## src/rtl/ones_frame_accum.sv

```systemverilog
// ones_frame_accum: sums FRAME_LEN 3-bit ones counts into one frame total and
// presents it with majority/saturation flags over a valid/ready handshake.
// Optional feature macro: ONES_ACCUM_PEAK_EN adds out_peak, the largest count
// accepted in the frame.
module ones_frame_accum #(
    parameter int FRAME_LEN = 8,
    parameter int SUM_W     = 6
) (
    input  logic             clk,
    input  logic             rst,
    input  logic             clear,
    input  logic             in_valid,
    input  logic [2:0]       in_cnt,
    output logic             in_ready,
    output logic             out_valid,
    input  logic             out_ready,
    output logic [SUM_W-1:0] out_sum,
    output logic             out_maj,
    output logic             out_sat
`ifdef ONES_ACCUM_PEAK_EN
    ,
    output logic [2:0]       out_peak
`endif
);

    // Accumulator sized for the largest possible frame total, so it never wraps.
    localparam int          ACC_W   = $clog2(7 * FRAME_LEN + 1);
    localparam logic [7:0]  LAST    = 8'(FRAME_LEN - 1);
    localparam logic [31:0] SAT_MAX = 32'((64'd1 << SUM_W) - 64'd1);
    localparam logic [31:0] MAJ_THR = 32'(7 * FRAME_LEN);

    typedef enum logic {
        ACCUM = 1'b0,
        HOLD  = 1'b1
    } state_t;

    state_t           state_q, state_d;
    logic [7:0]       cnt_q, cnt_d;
    logic [ACC_W-1:0] acc_q, acc_d;
    logic [SUM_W-1:0] sum_q, sum_d;
    logic             maj_q, maj_d;
    logic             sat_q, sat_d;

    logic        accept;
    logic        last_accept;
    logic [31:0] total;
    logic        total_sat;

    assign accept      = in_valid && (state_q == ACCUM);
    assign last_accept = accept && (cnt_q == LAST);
    // Frame total including the word being accepted this cycle.
    assign total       = 32'(acc_q) + 32'(in_cnt);
    assign total_sat   = (total > SAT_MAX);

    assign in_ready  = (state_q == ACCUM);
    assign out_valid = (state_q == HOLD);
    assign out_sum   = sum_q;
    assign out_maj   = maj_q;
    assign out_sat   = sat_q;

    // State and result registers; reset returns to an empty frame with cleared outputs.
    always_ff @(posedge clk or posedge rst) begin
        if (rst) begin
            state_q <= ACCUM;
            cnt_q   <= '0;
            acc_q   <= '0;
            sum_q   <= '0;
            maj_q   <= 1'b0;
            sat_q   <= 1'b0;
        end else begin
            state_q <= state_d;
            cnt_q   <= cnt_d;
            acc_q   <= acc_d;
            sum_q   <= sum_d;
            maj_q   <= maj_d;
            sat_q   <= sat_d;
        end
    end

    // Next-state logic: clear overrides everything, then accumulate or wait for handshake.
    always_comb begin
        state_d = state_q;
        cnt_d   = cnt_q;
        acc_d   = acc_q;
        sum_d   = sum_q;
        maj_d   = maj_q;
        sat_d   = sat_q;
        if (clear) begin
            state_d = ACCUM;
            cnt_d   = '0;
            acc_d   = '0;
            sum_d   = '0;
            maj_d   = 1'b0;
            sat_d   = 1'b0;
        end else begin
            case (state_q)
                ACCUM: begin
                    if (last_accept) begin
                        sum_d   = total_sat ? SUM_W'(SAT_MAX) : total[SUM_W-1:0];
                        maj_d   = ({total[30:0], 1'b0} > MAJ_THR);
                        sat_d   = total_sat;
                        cnt_d   = '0;
                        acc_d   = '0;
                        state_d = HOLD;
                    end else if (accept) begin
                        acc_d = acc_q + ACC_W'(in_cnt);
                        cnt_d = cnt_q + 8'd1;
                    end
                end
                HOLD: begin
                    if (out_ready) begin
                        state_d = ACCUM;
                    end
                end
                default: state_d = ACCUM;
            endcase
        end
    end

`ifdef ONES_ACCUM_PEAK_EN
    logic [2:0] peak_q, peak_d;
    logic [2:0] opeak_q, opeak_d;
    logic [2:0] peak_new;

    assign peak_new = (in_cnt > peak_q) ? in_cnt : peak_q;
    assign out_peak = opeak_q;

    // Running peak and its published copy.
    always_ff @(posedge clk or posedge rst) begin
        if (rst) begin
            peak_q  <= '0;
            opeak_q <= '0;
        end else begin
            peak_q  <= peak_d;
            opeak_q <= opeak_d;
        end
    end

    // Peak tracks accepted words; it is published with the sum and restarts each frame.
    always_comb begin
        peak_d  = peak_q;
        opeak_d = opeak_q;
        if (clear) begin
            peak_d  = '0;
            opeak_d = '0;
        end else if (last_accept) begin
            opeak_d = peak_new;
            peak_d  = '0;
        end else if (accept) begin
            peak_d = peak_new;
        end
    end
`endif

endmodule
```

## config.mk

```make
export PLATFORM = sky130hd
export DESIGN_NAME = ones_frame_accum
export DESIGN_NICKNAME = d
export VERILOG_FILES = /design/src/rtl/ones_frame_accum.sv
export SDC_FILE = /design/constraint.sdc
export NUM_CORES = 1
export LEC_CHECK = 0
export BUFFER_PORTS_ARGS = -buffer_cell sky130_fd_sc_hd__buf_4
export CAP_MARGIN = 20
export CORE_MARGIN = 4
export CORE_UTILIZATION = 60
export CTS_CLUSTER_DIAMETER = 150
export DETAILED_ROUTE_END_ITERATION = 8
export HOLD_SLACK_MARGIN = 0.02
export PLACE_DENSITY = 0.91
export SETUP_SLACK_MARGIN = 0.4
export SLEW_MARGIN = 5
export SYNTH_ARGS = -nofsm -noshare
export SYNTH_HDL_FRONTEND = slang
export SYNTH_SLANG_ARGS = --single-unit
```

## constraint.sdc

```tcl
create_clock -name clk -period 3.75 [get_ports clk]
set_input_delay 0.375 -clock clk [delete_from_list [all_inputs] [get_ports clk]]
set_output_delay 0.375 -clock clk [all_outputs]
set_load 0.05 [all_outputs]
```

After elaboration in Yosys (flattened, before gate mapping)
Index checks and enable logic that the tools add are counted.
{ "totals": {"reg_bits": 23, "out_inout_bits": 10, "input_bits": 8} }
{ "classes": {"mux": 22, "n_eq_ne": 2, "n_bitwise": 1, "addsub": 3, "magnitude_cmp": 2, "n_reduce_logical": 6} }
{ "op_table": {"columns": ["op", "n"], "rows": [
  ["two-way mux 6 bit", 8],
  ["two-way mux 8 bit", 4],
  ["two-way mux 1 bit", 9],
  ["adder 8 x 1 -> 8 bit, second input constant", 1],
  ["== test 8 x 3 -> 1 bit, second input constant", 1],
  ["greater-than comparator 8 x 6 -> 1 bit, second input constant", 1],
  ["adder 6 x 3 -> 7 bit", 1],
  ["greater-than comparator 7 x 6 -> 1 bit, second input constant", 1],
  ["adder 6 x 3 -> 6 bit", 1],
  ["AND reduction 2 bit", 2],
  ["nonzero test 3 bit", 1],
  ["logical AND 1 bit", 2],
  ["inequality test 2 bit, second input constant", 1],
  ["one-hot mux 1 bit (2 select lines)", 1],
  ["nonzero test 2 bit", 1],
  ["NOT 1 bit", 1]
]} }

Depth between registers and ports, before layout
Gate-level depths: netlist of run 1.
{ "depth": {"depth_word": 6, "depth_mapped": 7, "depth_no_buf": 7} }

Worst setup path after synthesis of run 1
Ideal clock, no wire load.
{ "synth_path": {"path_type": "reg-to-reg", "start": "register state_q (netlist: out_valid)", "end": "register maj_q (netlist: out_maj)", "arrival_ns": 1.759, "path_stages_with_launch": 5, "required_time_ns": 3.670, "path_slack_ns": 1.911, "path_cell_list": "dfrtp_1 > nor3b_1 > nand3_4 > or4_4 > o211ai_2"} }
{ "synth_between": {"elab_chain_cells": 5, "elab_cells_between_ends": 6, "classes_between": "eq/ne (1); bitwise (1); reduce/logical (4)"} }
{ "synth_rtl": {"columns": ["item", "line", "source"], "rows": [
  ["start, declared", "37", "state_t state_q, state_d;"],
  ["start signal, assigned", "71", "state_q <= state_d;"],
  ["NOT 1 bit", null, null],
  ["logical AND 1 bit", "49", "assign accept = in_valid && (state_q == ACCUM);"],
  ["logical AND 1 bit", "50", "assign last_accept = accept && (cnt_q == LAST);"],
  ["nonzero test 2 bit (no source line)", null, null],
  ["AND reduction 2 bit (no source line) *", null, null],
  ["end signal, assigned", "75", "maj_q <= maj_d;"],
  ["end, declared", "41", "logic maj_q, maj_d;"]
]} }
Every way passes the cells marked *; elsewhere a longest branch is shown, timed or not.
A chain may end at the register's enable or synchronous reset.

Final worst setup path of run 1
{ "layout_path": {"start": "register cnt_q[0]", "end": "register sum_q[3] (netlist: out_sum[3])"} }
{ "layout_between": {"elab_chain_cells": 4} }
{ "layout_rtl": {"columns": ["item", "line", "source"], "rows": [
  ["start, declared", "38", "logic [7:0] cnt_q, cnt_d;"],
  ["start signal, assigned", "72", "cnt_q <= cnt_d;"],
  ["== test 8 x 3 -> 1 bit", "50", null],
  ["logical AND 1 bit", "50", null],
  ["nonzero test 2 bit (no source line)", null, null],
  ["AND reduction 2 bit (no source line)", null, null],
  ["end signal, assigned", "74", "sum_q <= sum_d;"],
  ["end, declared", "40", "logic [SUM_W-1:0] sum_q, sum_d;"]
]} }
Every way passes these cells.

==> impl_metrics.tcl, run 1 <==
set metrics [dict create \
    cell_at_the_root_of_the_clock_tree "sky130_fd_sc_hd__clkbuf_4" \
    rrSetupSlack_ps 1690 \
    syn_area_mm2 0.00127 \
    rsz0062_at_grt "false" \
    worst_clock_skew_ps 9.03 \
    final_cycle_utilization_of_the_critical_path_pct 54.9 \
    worst_slew_pin_slew_ps 894 \
    buffers_on_ports 17 \
    multi_input_comb_area_um2 659 \
    grt.total_usage_pct 21.8 \
    stdcell_area_mm2 0.00144 \
    mappedNetlistNets 132 \
    ir_drop_uv 202 \
    outcome "finished clean" \
    num_vias 989 \
    antenna_cells_inserted 0 \
    power.density_cell_area_mw_per_mm2 305 \
    netlist.area_leader.share_pct 45.4 \
    r2r_end "out_sum[3]" \
    globalRouteMet2Util_pct 36.5 \
    post_cts_resize_count 0 \
    netSwitchingFraction_pct 27.1 \
    dieArea_mm2 0.00291 \
    final_layout_size_suffix_gt1_share_pct 21.3 \
    terminating_pin_of_the_worst_hold_path "out_valid" \
    synth_top_family_by_area "compound AO/OA/AOI/OAI gates" \
    final-max-slew-violation-count 0 \
    globalRouteMet3Util_pct 2.49 \
    first_pass_grt_wire_length_mm 4.49 \
    power.share.combinational_pct 14.4 \
    area_growth_syn_to_layout_pct 13.6 \
    synth_adder_area_share_pct 5.52 \
    setup.worst_path.start_class "flip-flop" \
    synth_register_bits 23 \
    synth_simple_gate_area_share_pct 18.8 \
    internal_power_w 0.000320 \
    cp_data_arrival_time_ps 2300 \
    clock_tree.buffer_depth 2 \
    clkLatencyLatePin_ps 320 \
    pin_count 18 \
    timing_worst_setup_path_type "reg2reg" \
    max-cap-violations 0 \
    synth_top_cells_by_area "sky130_fd_sc_hd__dfrtp_1 45%, sky130_fd_sc_hd__xor2_1 4.8%, sky130_fd_sc_hd__ha_1 3.9%" \
    yosys.cell_types.count 39 \
    min_delay_path_depth 2 \
    maximum_number_of_pins_on_one_net_before_global_route_repair 24 \
    overflow 0 \
    synth.largest_area_cell "sky130_fd_sc_hd__dfrtp_1" \
    setup_violations 0 \
    filler_cell_count 146 \
    die_width_um 54.0 \
    sequentialPowerShare_pct 59.1 \
    rr_worst_depth 5 \
    total_power_w 0.000440 \
    core.rowCount 16 \
    holdBufCountCts 0 \
    design.final.nets 150 \
    register_area_um2 576 \
    fmaxAchievable_mhz 486 \
    syn_inst 119 \
    clock_power_share_pct 26.5 \
    hpwl_mm 2.09 \
    hold_class "in2reg" \
    cts_buffers 3 \
    cts.htree.levels 1 \
    use_met1_pct 28.3 \
    gpl.final_weighted_congestion 0.885 \
    yosysWarningCount 0 \
    cts_tree "yes" \
    routed_wirelength_mm 2.76 \
    grt_busiest_layer "met2" \
    timing.slew.headroom_pct 40.3 \
    synth.mux.area_fraction_pct 1.58 \
    worstReg2RegStart "cnt_q[0]" \
    synth_sequential_area_ratio_pct 45.4 \
    timing.final.crit_period_ps 2060 \
    fp.dieH_um 54.0 \
    grt_pass1_vias 994 \
    cell_area_after_placement_mm2 0.00142 \
    drt-pass1-iter-count 5 \
    cts.clk_slew.worst_paths_ps 130 \
    synth-xor-area-share_pct 5.52 \
    required_ps 4000 \
    floorplan.initialDensity_pct 64.0 \
    net-switching-power_w 0.000119 \
    syn_area_cell_um2 10.7 \
    ant_nets 0 \
    core_region_area_mm2 0.00198 \
    detailedRoute.firstIterationViolations 46 \
    vias_per_cell 6.07 \
    setup.worst_path.end_class "flip-flop" \
    hp-start "out_ready" \
    number_of_antenna_violations_at_the_first_check_in_global_routing 0 \
    tns_ps 0 \
    postCtsSetupRepairBufs 0 \
    post-route-util_pct 72.7 \
    path_max_fanout 8 \
    tritoncts_sink_count 23 \
    remaining_drc_errors 0 \
    report.final.hold_viol_count 0 \
    synth_compound_gate_area_share_pct 20.5 \
    total_leakage_power_nw 0.698 \
    post_drt_wl_per_cell_um 16.9 \
]
per-layer routing:
layer | share of wire (%) | wire length (um) | vias to the layer above
met5 | 0 | 0 | -
met4 | 1.5 | 42 | 0
met3 | 4.9 | 134 | 6
met2 | 52 | 1430 | 26
met1 | 42 | 1150 | 487
li1 | - | - | 470
critical path, stage by stage, from the launching register on:
cell	delay, ps
sky130_fd_sc_hd__dfrtp_1	420
sky130_fd_sc_hd__ha_1	250
sky130_fd_sc_hd__and4bb_2	310
sky130_fd_sc_hd__a31oi_1	650
sky130_fd_sc_hd__o2bb2a_1	290
sky130_fd_sc_hd__o21ai_0	70
cells by family (layout without fill, tap and decap cells):
family	count (synthesis)	count (layout)
buffers and inverters	9	26
DFF	23	23
AOI/OAI and AO/OA	34	34
muxes	2	2
and+or+nand+nor	38	38
xor gates and xnor gates	8	8
adders and majority gates	5	5
cells in the final DEF, fill, tap and decap left out, types with 2 or more instances in the layout:
cell type	synthesis	layout
sky130_fd_sc_hd__a21oi_1	4	4
sky130_fd_sc_hd__a22o_1	4	4
sky130_fd_sc_hd__nor2b_1	2	2
sky130_fd_sc_hd__ha_1	4	4
sky130_fd_sc_hd__nor2_1	10	10
sky130_fd_sc_hd__mux2i_1	2	2
sky130_fd_sc_hd__xor2_1	7	7
sky130_fd_sc_hd__o21ai_0	7	7
sky130_fd_sc_hd__inv_1	5	5
sky130_fd_sc_hd__a221o_1	2	2
sky130_fd_sc_hd__dfrtp_1	23	23
sky130_fd_sc_hd__nand2_1	10	10
sky130_fd_sc_hd__nand2b_1	3	3
sky130_fd_sc_hd__clkbuf_4	0	3
sky130_fd_sc_hd__o2111ai_1	5	5
sky130_fd_sc_hd__buf_4	0	17
sky130_fd_sc_hd__a21o_1	4	4
power groups by stage:
stage	logic (W)	registers, W	clock network (W)
finish	0.0000633	0.000260	0.000117
CTS	0.0000631	0.000260	0.000120
global placement	0.0000587	0.000264	0
global route	0.0000707	0.000261	0.000128
detailed placement	0.0000627	0.000265	0
floorplan	0.0000454	0.000262	0
through the flow:
stage               hold WS [ps]  cells  setup WS, ps
CTS                          208    163          1730
global route                 210    163          1550
global placement             462    159          1830
floorplan                    377    119          1910
finish                       208    163          1690
detailed placement           478    159          1760
cell type report:
class                      count  area share [%]
multi-input combinational     87            45.7
sequential                    23            39.9
timing repair buffer          17            8.85
tap                           27            2.34
clock buffer                   4            1.82
inverter                       5            1.30
cell usage after synthesis (all sizes together):
cell and count:
dfrtp 23, nand2 10, nor2 10, o21ai 7, xor2 7, a21oi 5, inv 5, o2111ai 5
a21o 4, a22o 4, clkbuf 4, ha 4, nand2b 3, a221o 2, and3 2, mux2i 2
nand3 2, nor2b 2, o211ai 2, a211oi 1, a31o 1, a31oi 1, and4 1, and4b 1
and4bb 1, fa 1, nand4b 1, nor3 1, nor3b 1, o2bb2a 1, o31ai 1, or3b 1
or4 1, or4b 1, xnor2 1
registers in the layout, summed over array words and instances (netlist names):
name	flops
out_maj	1
out_sat	1
acc_q	6
cnt_q	8
out_valid	1
out_sum	6
how the worst max path moves through the flow:
stage	startpoint	endpoint	cells past startpoint
finish	cnt_q[0]	out_sum[3]	5
global route	cnt_q[0]	out_sum[3]	5
CTS	cnt_q[0]	out_sum[3]	5
detailed placement	in_cnt[0]	out_sum[2]	8
global placement	in_cnt[0]	acc_q[4]	8
floorplan	out_valid	out_maj	4
(Power assumes the default switching activity.)
==> inputs of run 2 (changes only) <==
--- a/config.mk
+++ b/config.mk
@@ -8,11 +8,11 @@
 export BUFFER_PORTS_ARGS = -buffer_cell sky130_fd_sc_hd__buf_4
 export CAP_MARGIN = 20
 export CORE_MARGIN = 4
-export CORE_UTILIZATION = 60
+export CORE_UTILIZATION = 55
 export CTS_CLUSTER_DIAMETER = 150
 export DETAILED_ROUTE_END_ITERATION = 8
 export HOLD_SLACK_MARGIN = 0.02
-export PLACE_DENSITY = 0.91
+export PLACE_DENSITY = 0.85
 export SETUP_SLACK_MARGIN = 0.4
 export SLEW_MARGIN = 5
 export SYNTH_ARGS = -nofsm -noshare
==> constraint.sdc (replaced) <==
create_clock -name clk -period 2 [get_ports clk]
set_input_delay 0.2 -clock clk [delete_from_list [all_inputs] [get_ports clk]]
set_output_delay 0.2 -clock clk [all_outputs]
set_load 0.05 [all_outputs]
==> run 2 against run 1 <==
Net effect:
- die area increased by 7.7%
- utilization rose by 3.1 points
- critical path type unchanged
- largest cell class unchanged
- global-route usage rose by 0.52 points
- via count is 8.0% higher
- worst hold slack worse by 150 ps
- count of clock-buffer cells in the layout did not move
- clock power rose by 88%
- critical endpoint is now out_maj
- sequential power is 88% higher
==> impl_metrics.tcl, run 2 (synthesis results as in run 1) <==
set metrics [dict create \
    ir_drop_uv 452 \
    worst_clock_skew_ps 10.1 \
    setup.worst_path.start_class "flip-flop" \
    outcome "finished clean" \
    tns_ps 0 \
    mostFrequentLayoutCells "30 x sky130_fd_sc_hd__buf_4, 22 x sky130_fd_sc_hd__dfrtp_1, 10 x sky130_fd_sc_hd__nand2_1" \
    stdcell_area_mm2 0.00168 \
    finish.cell_count_without_fillers 179 \
    layout_commonest_cell "sky130_fd_sc_hd__buf_4" \
    setup_violations 0 \
    maximum_number_of_pins_on_one_net_before_global_route_repair 24 \
    total_leakage_power_nw 0.785 \
    cts_buffers 3 \
    dieArea_mm2 0.00314 \
    worstReg2RegStart "acc_q[0]" \
    gpl.final_weighted_congestion 0.825 \
    timing.slew.headroom_pct 63.3 \
    regMostFlops "cnt_q" \
    first_pass_grt_wire_length_mm 5.36 \
    filler_cell_count 154 \
    startpoint "acc_q[0]" \
    post_drt_wl_per_cell_um 17.5 \
    vias_per_cell 5.97 \
    detailedRoute.firstIterationViolations 20 \
    clkLatencyLatePin_ps 320 \
    power.density_cell_area_mw_per_mm2 538 \
    timing.final.crit_period_ps 1910 \
    number_of_antenna_violations_at_the_first_check_in_global_routing 0 \
    final_cycle_utilization_of_the_critical_path_pct 95.4 \
    tritoncts_sink_count 23 \
    cts.htree.levels 1 \
    net-switching-power_w 0.000252 \
    cell_at_the_root_of_the_clock_tree "sky130_fd_sc_hd__clkbuf_4" \
    routed_wirelength_mm 3.12 \
    cp_data_arrival_time_ps 2160 \
    hold_class "in2reg" \
    post-place-ws_ps 210 \
    rr_worst_depth 6 \
    final-max-slew-violation-count 0 \
    endpoint "out_maj" \
    overflow 0 \
    grt_pass1_vias 1100 \
    area_growth_syn_to_layout_pct 32.2 \
    setup.worst_path.end_class "flip-flop" \
    worst_slew_pin_slew_ps 549 \
    cts.clk_slew.worst_paths_ps 130 \
    ant_nets 0 \
    design.final.nets 165 \
    dp_cells 164 \
    timing_worst_setup_path_type "reg2reg" \
    buffers_on_ports 17 \
    timing.final.ws_setup_ps 91.4 \
    final_layout_size_suffix_gt1_share_pct 38.4 \
    netSwitchingFraction_pct 27.9 \
    cell_area_after_placement_mm2 0.00147 \
    grt.total_usage_pct 22.3 \
    internal_power_w 0.000650 \
    rrSetupSlack_ps 90 \
    remaining_drc_errors 0 \
    max_ffs_per_register 8 \
    clock_tree.buffer_depth 2 \
    report.final.hold_viol_count 0 \
    fmaxAchievable_mhz 524 \
    floorplan.initialDensity_pct 57.4 \
    critPathMaxStageDelay_ps 530 \
    clock_power_share_pct 24.4 \
    path_max_fanout 3 \
    drt-pass1-iter-count 4 \
    max-cap-violations 0 \
    die_width_um 56.0 \
    post-route-util_pct 75.8 \
    sequentialPowerShare_pct 54.2 \
    pin_count 18 \
    critical_path.cell_chain "ha_2 > inv_2 > fa_2 > and4_1 > or4_4 > o211ai_2" \
    fp.dieH_um 56.0 \
    r2r_end "out_maj" \
    power.share.combinational_pct 21.4 \
    antenna_cells_inserted 0 \
    required_ps 2250 \
    num_vias 1068 \
    rsz0062_at_grt "true" \
    core_region_area_mm2 0.00221 \
    cts_tree "yes" \
    critical_path.slowest_cell "sky130_fd_sc_hd__or4_4" \
    core.rowCount 17 \
    hpwl_mm 2.07 \
]
==> run 2: worst min-delay path by stage <==
stage | startpoint | to | slack, ps | depth (start not counted)
3_3_place_gp | rst | out_sum[2] | 260 | 3
3_5_place_dp | rst | out_sum[2] | 270 | 3
2_1_floorplan | rst | acc_q[0] | 200 | 1
6_report | out_ready | out_valid | 50 | 2
4_1_cts | out_ready | out_valid | 50 | 2
5_1_grt | out_ready | out_valid | 30 | 2
==> run 2: power groups by stage <==
stage | Sequential, W | Combinational (W) | Clock [W]
after global placement | 0.000495 | 0.000121 | 0
after CTS | 0.000487 | 0.000166 | 0.000223
after floorplan | 0.000491 | 0.0000893 | 0
after detailed placement | 0.000496 | 0.000126 | 0
after global routing | 0.000490 | 0.000208 | 0.000257
final | 0.000489 | 0.000193 | 0.000220
==> run 2: metrics by stage <==
| stage | hold slack [ps] | total power, W |
|---|---|---|
| 2_1_floorplan | 202 | 0.000580 |
| 3_3_place_gp | 262 | 0.000616 |
| 3_5_place_dp | 266 | 0.000622 |
| 4_1_cts | 46.8 | 0.000876 |
| 5_1_grt | 28.5 | 0.000956 |
| 6_report | 54.0 | 0.000902 |
==> run 2: critical path: cells and delay by family, from the launching register on <==
| kind | cells | cell delay (ps) |
|---|---|---|
| AOI/OAI and AO/OA | 1 | 80 |
| adders and majority gates | 2 | 610 |
| buffers and inverters | 1 | 50 |
| DFF | 1 | 390 |
| and+or+nand+nor | 2 | 710 |
==> run 2: layout make-up <==
| class | instances | area [um^2] | area share [%] |
|---|---|---|---|
| Tap cell | 28 | 35.0 | 2.09 |
| Inverter | 5 | 18.8 | 1.12 |
| Sequential cell | 23 | 577 | 34.4 |
| Timing Repair Buffer | 32 | 246 | 14.7 |
| Multi-Input combinational cell | 87 | 773 | 46.1 |
| Clock buffer | 4 | 26.3 | 1.57 |
==> run 2: what timing repair did <==
action	in CTS	in global routing
setup endpoints to repair	11	12
hold buffers	1	0
buffers inserted	6	4
gates cloned	0	0
resized for setup	12	7
pin swaps	2	7
endpoints found under the hold margin	23	0
==> run 2: per-layer routing <==
| layer | GRT usage (%) | vias up | part of all wire [%] |
|---|---|---|---|
| met5 | 0 | - | 0 |
| met4 | 12.2 | 0 | 4.4 |
| met3 | 4.41 | 12 | 2.9 |
| met2 | 36.9 | 28 | 51 |
| met1 | 26.9 | 523 | 41 |
| li1 | - | 505 | - |
